===== src/rtl/uart_transmitter_if.sv =====
// ---------------------------------------------------------------------------
// uart_transmitter_if
// Byte handshake between an upstream producer and the UART transmitter.
//   i_TX_VALID  producer -> tx   a byte is waiting on i_DATA
//   i_DATA      producer -> tx   byte to send, held while valid and not ready
//   o_TX_READY  tx -> producer   holding register is empty
// Modports: master = producer side, slave = transmitter side.
// ---------------------------------------------------------------------------
interface uart_transmitter_if #(
    parameter int DATA_WIDTH = 8
);
    logic                  i_TX_VALID;
    logic [DATA_WIDTH-1:0] i_DATA;
    logic                  o_TX_READY;

    modport master (
        output i_TX_VALID,
        output i_DATA,
        input  o_TX_READY
    );

    modport slave (
        input  i_TX_VALID,
        input  i_DATA,
        output o_TX_READY
    );
endinterface


===== src/rtl/uart_transmitter.sv =====
// ---------------------------------------------------------------------------
// uart_transmitter
// Serialises bytes onto a UART line: one start bit (0), DATA_WIDTH data bits
// MSB first, STOP_BITS stop bits (1). One line bit per i_CLK_ENABLE tick.
// A one-entry holding register in front of the shift register lets a new
// byte start immediately after the last stop bit with no idle gap.
// Ports:
//   i_CLK         system clock, rising edge
//   i_RESET_N     synchronous active-low reset
//   i_CLK_ENABLE  baud tick; the FSM and line only advance when it is 1
//   tx_if         byte handshake (slave modport): i_TX_VALID, i_DATA, o_TX_READY
//   o_TX          registered serial line, idle high
//   o_BUSY        registered, 1 while a frame is in progress
//   o_TX_DONE     registered one-clock pulse when the last stop bit completes
// ---------------------------------------------------------------------------
module uart_transmitter #(
    parameter int DATA_WIDTH = 8,
    parameter int STOP_BITS  = 1
) (
    input  logic              i_CLK,
    input  logic              i_RESET_N,
    input  logic              i_CLK_ENABLE,
    uart_transmitter_if.slave tx_if,
    output logic              o_TX,
    output logic              o_BUSY,
    output logic              o_TX_DONE
);
    localparam int CNT_W = $clog2(DATA_WIDTH + 1);
    localparam logic [CNT_W-1:0] LAST_BIT  = CNT_W'(DATA_WIDTH);
    localparam logic [1:0]       LAST_STOP = 2'(STOP_BITS);

    typedef enum logic [1:0] {
        IDLE  = 2'd0,
        START = 2'd1,
        DATA  = 2'd2,
        STOP  = 2'd3
    } state_t;

    state_t                state;
    logic [DATA_WIDTH-1:0] hold_reg;
    logic [DATA_WIDTH-1:0] shift_reg;
    logic                  hold_full;
    logic [CNT_W-1:0]      bit_cnt;
    logic [1:0]            stop_cnt;

    assign tx_if.o_TX_READY = ~hold_full;

    // Acceptance and the hold->shift transfer never collide: acceptance
    // needs hold_full=0, the transfer needs hold_full=1. The FSM looks at
    // the registered hold_full, so a byte accepted on a tick edge waits for
    // the next tick before its start bit goes out.
    always_ff @(posedge i_CLK) begin
        if (!i_RESET_N) begin
            state     <= IDLE;
            hold_reg  <= '0;
            shift_reg <= '0;
            hold_full <= 1'b0;
            bit_cnt   <= '0;
            stop_cnt  <= '0;
            o_TX      <= 1'b1;
            o_BUSY    <= 1'b0;
            o_TX_DONE <= 1'b0;
        end else begin
            o_TX_DONE <= 1'b0;

            if (tx_if.i_TX_VALID && !hold_full) begin
                hold_reg  <= tx_if.i_DATA;
                hold_full <= 1'b1;
            end

            if (i_CLK_ENABLE) begin
                case (state)
                    IDLE: begin
                        o_TX   <= 1'b1;
                        o_BUSY <= 1'b0;
                        if (hold_full) begin
                            shift_reg <= hold_reg;
                            hold_full <= 1'b0;
                            o_TX      <= 1'b0;
                            o_BUSY    <= 1'b1;
                            state     <= START;
                        end
                    end
                    START: begin
                        o_TX      <= shift_reg[DATA_WIDTH-1];
                        shift_reg <= {shift_reg[DATA_WIDTH-2:0], 1'b0};
                        bit_cnt   <= CNT_W'(1);
                        state     <= DATA;
                    end
                    DATA: begin
                        if (bit_cnt < LAST_BIT) begin
                            o_TX      <= shift_reg[DATA_WIDTH-1];
                            shift_reg <= {shift_reg[DATA_WIDTH-2:0], 1'b0};
                            bit_cnt   <= bit_cnt + 1'b1;
                        end else begin
                            o_TX     <= 1'b1;
                            stop_cnt <= 2'd1;
                            state    <= STOP;
                        end
                    end
                    STOP: begin
                        if (stop_cnt < LAST_STOP) begin
                            o_TX     <= 1'b1;
                            stop_cnt <= stop_cnt + 1'b1;
                        end else begin
                            o_TX_DONE <= 1'b1;
                            // A waiting byte goes straight into its start bit.
                            if (hold_full) begin
                                shift_reg <= hold_reg;
                                hold_full <= 1'b0;
                                o_TX      <= 1'b0;
                                state     <= START;
                            end else begin
                                o_TX   <= 1'b1;
                                o_BUSY <= 1'b0;
                                state  <= IDLE;
                            end
                        end
                    end
                    default: begin
                        o_TX   <= 1'b1;
                        o_BUSY <= 1'b0;
                        state  <= IDLE;
                    end
                endcase
            end
        end
    end
endmodule


===== src/flat_wrapper.sv =====
// flat-port wrapper written by rule: the top's interface ports become plain ports
module uart_transmitter_flat 
#(
    parameter int DATA_WIDTH = 8,
    parameter int STOP_BITS  = 1
)
  (i_CLK, i_RESET_N, i_CLK_ENABLE, o_TX, o_BUSY, o_TX_DONE, tx_if_i_TX_VALID, tx_if_i_DATA, tx_if_o_TX_READY);
  uart_transmitter_if #(.DATA_WIDTH(DATA_WIDTH)) tx_if_i ();
  input  logic i_CLK;
  input  logic i_RESET_N;
  input  logic i_CLK_ENABLE;
  output logic o_TX;
  output logic o_BUSY;
  output logic o_TX_DONE;
  input wire logic [$bits(tx_if_i.i_TX_VALID)-1:0] tx_if_i_TX_VALID;
  input wire logic [$bits(tx_if_i.i_DATA)-1:0] tx_if_i_DATA;
  output wire logic [$bits(tx_if_i.o_TX_READY)-1:0] tx_if_o_TX_READY;
  assign tx_if_i.i_TX_VALID = tx_if_i_TX_VALID;
  assign tx_if_i.i_DATA = tx_if_i_DATA;
  assign tx_if_o_TX_READY = tx_if_i.o_TX_READY;
  uart_transmitter #(.DATA_WIDTH(DATA_WIDTH), .STOP_BITS(STOP_BITS)) u_core (.i_CLK(i_CLK), .i_RESET_N(i_RESET_N), .i_CLK_ENABLE(i_CLK_ENABLE), .tx_if(tx_if_i), .o_TX(o_TX), .o_BUSY(o_BUSY), .o_TX_DONE(o_TX_DONE));
endmodule

===== config.mk =====
export PLATFORM = sky130hd
export DESIGN_NAME = uart_transmitter_flat
export DESIGN_NICKNAME = d
export VERILOG_FILES = /design/src/rtl/uart_transmitter_if.sv /design/src/rtl/uart_transmitter.sv /design/src/flat_wrapper.sv
export SDC_FILE = /design/constraint.sdc
export NUM_CORES = 1
export LEC_CHECK = 0
export BUFFER_PORTS_ARGS = -buffer_cell sky130_fd_sc_hd__buf_2
export CAP_MARGIN = 10
export CORE_MARGIN = 2
export CORE_UTILIZATION = 57
export CTS_CLUSTER_SIZE = 40
export DETAILED_ROUTE_END_ITERATION = 8
export PLACE_DENSITY = 0.88
export SLEW_MARGIN = 40
export SYNTH_ARGS = -nofsm -noshare
export SYNTH_HDL_FRONTEND = slang
export SYNTH_SLANG_ARGS = --single-unit

===== constraint.sdc =====
create_clock -name i_CLK -period 1.9 [get_ports i_CLK]
set_clock_uncertainty 0.1 [all_clocks]
set_input_delay 0.38 -clock i_CLK [delete_from_list [all_inputs] [get_ports i_CLK]]
set_output_delay 0.38 -clock i_CLK [all_outputs]
set_load 0.02 [all_outputs]

==> results.cfg, run 1 <==
[setup_path]
required_ps = 2020
path_max_fanout = 11
cp_slowest_stage_delay_ps = 440
cp_cell_sequence = inv_1, ha_2, a221oi_1, a22oi_1, a211o_1
crit_buf_inv = 1
critical-path-slowest-cell = dfxtp_1
path_delay_family = compound AO/OA/AOI/OAI gates
worstPathArrival_ps = 1880
crit_path_start_kind = flip-flop
reg2reg_from = u_core.state[0]
path_class = flip-flop to flip-flop
endpoint_kind = flip-flop
worstSetupStartpoint = u_core.state[0]

[drt]
drtPass1Iterations = 4
routed-via-count = 1104
finalWirelength_mm = 2.67
drc = 0
ant_nets = 0
drt-initial-drc-count = 17
routed_via_density = 5.69
wl_per_cell_um = 13.7

[pwr]
cellPowerDensity_nw_per_um2 = 803
ir_drop_mv = 0.561
leakagePower_uw = 0.000639

[layout]
fin_nets = 185
fillers = 205
syn_to_final_growth_pct = 9.95
drive_above_1_share = 0.280
antenna_cells = 0

[synthesis]
ys_seq_area_frac = 0.388
ys.warnings.count = 0
synthDistinctLibCells = 38
yosys.area.top_type = dfxtp_1
avgSynthCellArea_sq_um = 9.84
ys_ff_latch = 28
synth.net_count = 167
synth_area_sq_um = 1450
yosys.area.top_type_share = 0.388
ys_top_cells_by_area = dfxtp_1, mux2i_1, ha_1
postSynthCellCount = 147

[floorplanning]
ios = 16
dieWidth_um = 54.4
rows = 18
start_util = 0.595
dieArea_sq_um = 2960
die_h_um = 54.4
coreArea_sq_um = 2430

[timing]
finalHoldViolCount = 0
tns_ps = 0
hold-worst-slack_ps = 191
drv_slew = 0
fin_crit_ps = 1760
rsz0062_at_grt = no
worst_pin_slew_ps = 325
timing.fmax_ghz = 0.567
timing.slew.headroom = 0.783
setup_viol = 0
period_share = 0.929

[clock_tree]
clock_sinks = 28
clock_latency_ps = 320
cts_buffers = 3
cts-root-buf = clkbuf_4
clockBufferDepth = 2
cts_tree = done
htreeDepth = 1
postCtsHoldBufs = 0
path_clk_slew_ps = 140

[grt]
overflow = 0
antenna_found_initial = 0
grt_first_pass_wirelength_mm = 4.15
grt_pass1_vias = 1001
grt.total_usage = 0.192
grt_max_degree = 17

[placement]
port_buffers = 15
dp_hpwl_mm = 1.93
gp_congestion = 0.805

[hold_path]
min_from = tx_if_i_DATA[1]
hold_class = primary input to flip-flop

[outcome]
status = finished, final reports clean

[job]
drv_cap = 0
==> placed cells by master, fill, tap and decap left out, types with 2 or more instances in the layout <==
master,n
nand2_1,8
nor2_1,19
a211oi_2,7
clkbuf_4,3
mux2i_1,17
a21oi_1,5
buf_2,15
nor2_2,3
o21ai_0,5
buf_4,5
mux2_2,2
a22oi_1,2
dfxtp_1,27
nand2b_1,4
nor2b_1,5
o2111a_2,2
inv_1,7
ha_1,7
==> worst min-delay path, cell delays in order <==
cell	delay (ps)
buf_2	70
mux2i_1	50
nor2_1	70
==> power by group <==
group          switching [uW]  leakage [uW]  total [uW]  internal (uW)
Combinational             173      0.000389         321            148
Clock                     164     0.0000210         281            117
Sequential               38.9      0.000229         675            636
Total                     376      0.000639        1280            901
==> area by class of cell <==
type	instances	area (sq um)	area share
clock buffers	4	36.3	0.0228
well taps	30	37.5	0.0236
flip-flops and latches	28	562	0.353
inverters	7	26.3	0.0165
repair buffers	20	113	0.0708
multi-input cells	105	816	0.513
==> through the flow <==
step | util | area (sq um) | std cells | worst slack (ps) | total power (uW)
2_1_floorplan | - | 1450 | 147 | 216 | 930
3_3_place_gp | 0.632 | 1540 | 189 | 170 | 977
3_5_place_dp | 0.632 | 1540 | 189 | 87.4 | 996
4_1_cts | 0.647 | 1570 | 193 | 48.8 | 1280
5_1_grt | 0.654 | 1590 | 194 | 44.3 | 1340
6_report | 0.654 | 1590 | 194 | 135 | 1280
==> layer usage <==
layer  wire length [um]  part of all wire  GRT usage
met5                  0                 0          0
met2               1320              0.50      0.331
met3                137             0.051     0.0410
met4                 28             0.010     0.0625
met1               1180              0.44      0.236
==> synth_stat cells (all sizes together) <==
master and number:
a211o 1, a211oi 8, a21oi 5, a221oi 2, a22o 1, a22oi 2, and2b 1, and4b 1
buf 7, clkbuf 1, dfxtp 28, ha 8, inv 7, mux2 3, mux2i 17, nand2 8
nand2b 4, nand3 2, nand3b 1, nand4 1, nor2 22, nor2b 6, o2111a 1, o21ai 6
o221a 1, o32ai 1, or2b 1, or3 1
==> final timing paths <==
check / to / slack (ps) / cells past startpoint
worst min-delay path: u_core.hold_reg[1] / 190 / 3
worst max register to register: u_core.o_TX / 140 / 5
worst min register to register: u_core.shift_reg[0] / 400 / 2
worst max-delay path: u_core.o_TX / 140 / 5
==> timing repair <==
item / 4_1_cts / 5_1_grt
endpoints found under the setup margin: 0 / 11
buffers inserted: 0 / 0
resized for setup: 0 / 3
hold endpoints to repair: 0 / 0
==> kinds of logic (layout without fill, tap and decap cells) <==
| group | count (synthesis) | after routing | share of synthesized area |
|---|---|---|---|
| fa+ha+maj | 8 | 8 | 0.0692 |
| compound gates | 28 | 29 | 0.168 |
| mux | 20 | 20 | 0.144 |
| flops | 28 | 28 | 0.388 |
| simple gates | 48 | 48 | 0.173 |
| buf+inv | 15 | 31 | 0.0588 |
(Power assumes the default switching activity.)
==> run 2: changes to the inputs <==
- CAP_MARGIN: 10 -> 20
- CORE_ASPECT_RATIO: unset -> 0.8
- CORE_UTILIZATION: 57 -> 40
- PLACE_DENSITY: 0.88 -> 0.68
==> run 2 against run 1 <==
  * Setup slack gained 60 ps
  * Sequential share of layout area shrank 1.3 points
  * Clock power grew 67%
  * Critical path type unchanged
  * Critical path depth grew 1
  * Register-to-register slack gained 60 ps
  * Highest routed layer unchanged
  * Count of clock-buffer cells in the layout shrank 1
  * Sequential power is essentially flat
==> results.cfg, run 2 (synthesized netlist as in run 1, its figures left out) <==
[clock_tree]
postCtsHoldBufs = 0
path_clk_slew_ps = 90
clock_sinks = 28
cts_tree = done
clockBufferDepth = 2
htreeDepth = 1
cts_buffers = 3
clock_latency_ps = 280
cts-root-buf = clkbuf_8

[timing]
finalHoldViolCount = 0
timing.slew.headroom = 0.744
drv_slew = 0
period_share = 0.897
rsz0062_at_grt = no
setup_viol = 0
tns_ps = 0
fin_crit_ps = 1700
timing.fmax_ghz = 0.587
worst_pin_slew_ps = 384

[setup_path]
endpoint_kind = flip-flop
cp_cell_sequence = inv_1, ha_2, nor2b_4, o21ai_2, or3_1, a21oi_1
path_max_fanout = 11
crit_path_start_kind = flip-flop
critical-path-slowest-cell = dfxtp_2
worstSetupStartpoint = u_core.state[0]
worstPathArrival_ps = 1810
cp_slowest_stage_delay_ps = 360
path_class = flip-flop to flip-flop
reg2reg_from = u_core.state[0]
required_ps = 2010

[pwr]
p_sw_frac = 0.268
p_sw_uw = 393
power.share.combinational = 0.221
intPower_uw = 1070
cellPowerDensity_nw_per_um2 = 887
seq_power_share = 0.458
power_uw = 1470
clkPwrFrac = 0.320
ir_drop_mv = 0.458
leakagePower_uw = 0.000660

[hold_path]
hold_class = primary input to flip-flop
min_from = tx_if_i_DATA[7]

[layout]
final_common_cell = dfxtp_1
syn_to_final_growth_pct = 14.4
most-common-layout-cells = dfxtp_1, nor2_1, mux2i_1, buf_2, nand2_1
drive_above_1_share = 0.282
antenna_cells = 0
fin_nets = 184

[drt]
drtPass1Iterations = 4
wl_per_cell_um = 12.8
drc = 0
drt-initial-drc-count = 24
ant_nets = 0
routed-via-count = 1062
routed_via_density = 5.18
finalWirelength_mm = 2.63

[floorplanning]
start_util = 0.420
die_h_um = 57.8
dieWidth_um = 71.2
coreArea_sq_um = 3450
ios = 16
dieArea_sq_um = 4120
rows = 19

[grt]
grt_pass1_vias = 994
grt_first_pass_wirelength_mm = 4.48
antenna_found_initial = 0
grt_max_degree = 18
overflow = 0
grt.total_usage = 0.136

[placement]
port_buffers = 15
gp_congestion = 0.825
dp_hpwl_mm = 1.90

[job]
drv_cap = 0

[outcome]
status = finished, final reports clean
run 2: power groups by stage:
stage	clock, uW	sequential, uW	combinational (uW)
after floorplan	0	676	253
after CTS	484	671	309
after global routing	507	679	357
after detailed placement	0	684	308
after global placement	0	681	297
final	470	672	325
run 2: critical path: cells and delay by family, from the launching register on:
kind            cells  cell delay [ps]
simple gates        2              530
flops               1              360
fa+ha+maj           1              300
compound gates      2              220
buf+inv             1              120
run 2: worst paths after layout:
| path | endpoint | slack (ps) | depth (start not counted) |
|---|---|---|---|
| worst min register to register | u_core.shift_reg[0] | 380 | 2 |
| worst max-delay path | u_core.bit_cnt[2] | 200 | 6 |
| worst min-delay path | u_core.hold_reg[7] | 230 | 3 |
| worst max register to register | u_core.bit_cnt[2] | 200 | 6 |
run 2: final cells by class:
cell class | count | area (sq um)
fill | 322 | 1790
clock buffer | 3 | 41.3
inverter | 7 | 26.3
tap | 42 | 52.6
multi-input combinational | 104 | 803
sequential | 28 | 563
clock inverter | 1 | 30.0
timing repair buffer | 20 | 138
run 2: timing repair:
action / 4_1_cts / 5_1_grt
gates resized for setup: 0 / 3
endpoints found under the hold margin: 0 / 0
endpoints found under the setup margin: 0 / 13
buffers inserted: 0 / 2
run 2: metrics by stage:
stage	area [sq um]	std cells	setup WS [ps]	hold WS [ps]	util
after floorplan	1450	147	216	345	-
after global placement	1550	199	170	354	0.450
after detailed placement	1550	199	74.5	368	0.450
after CTS	1620	203	33.3	228	0.470
after global routing	1650	205	69.3	231	0.480
final	1650	205	196	231	0.480
run 2: metal layers:
layer / share of wire / GRT usage
met3: 0.024 / 0.0313
met2: 0.48 / 0.229
met5: 0 / 0
met4: 0.015 / 0.0566
met1: 0.48 / 0.169
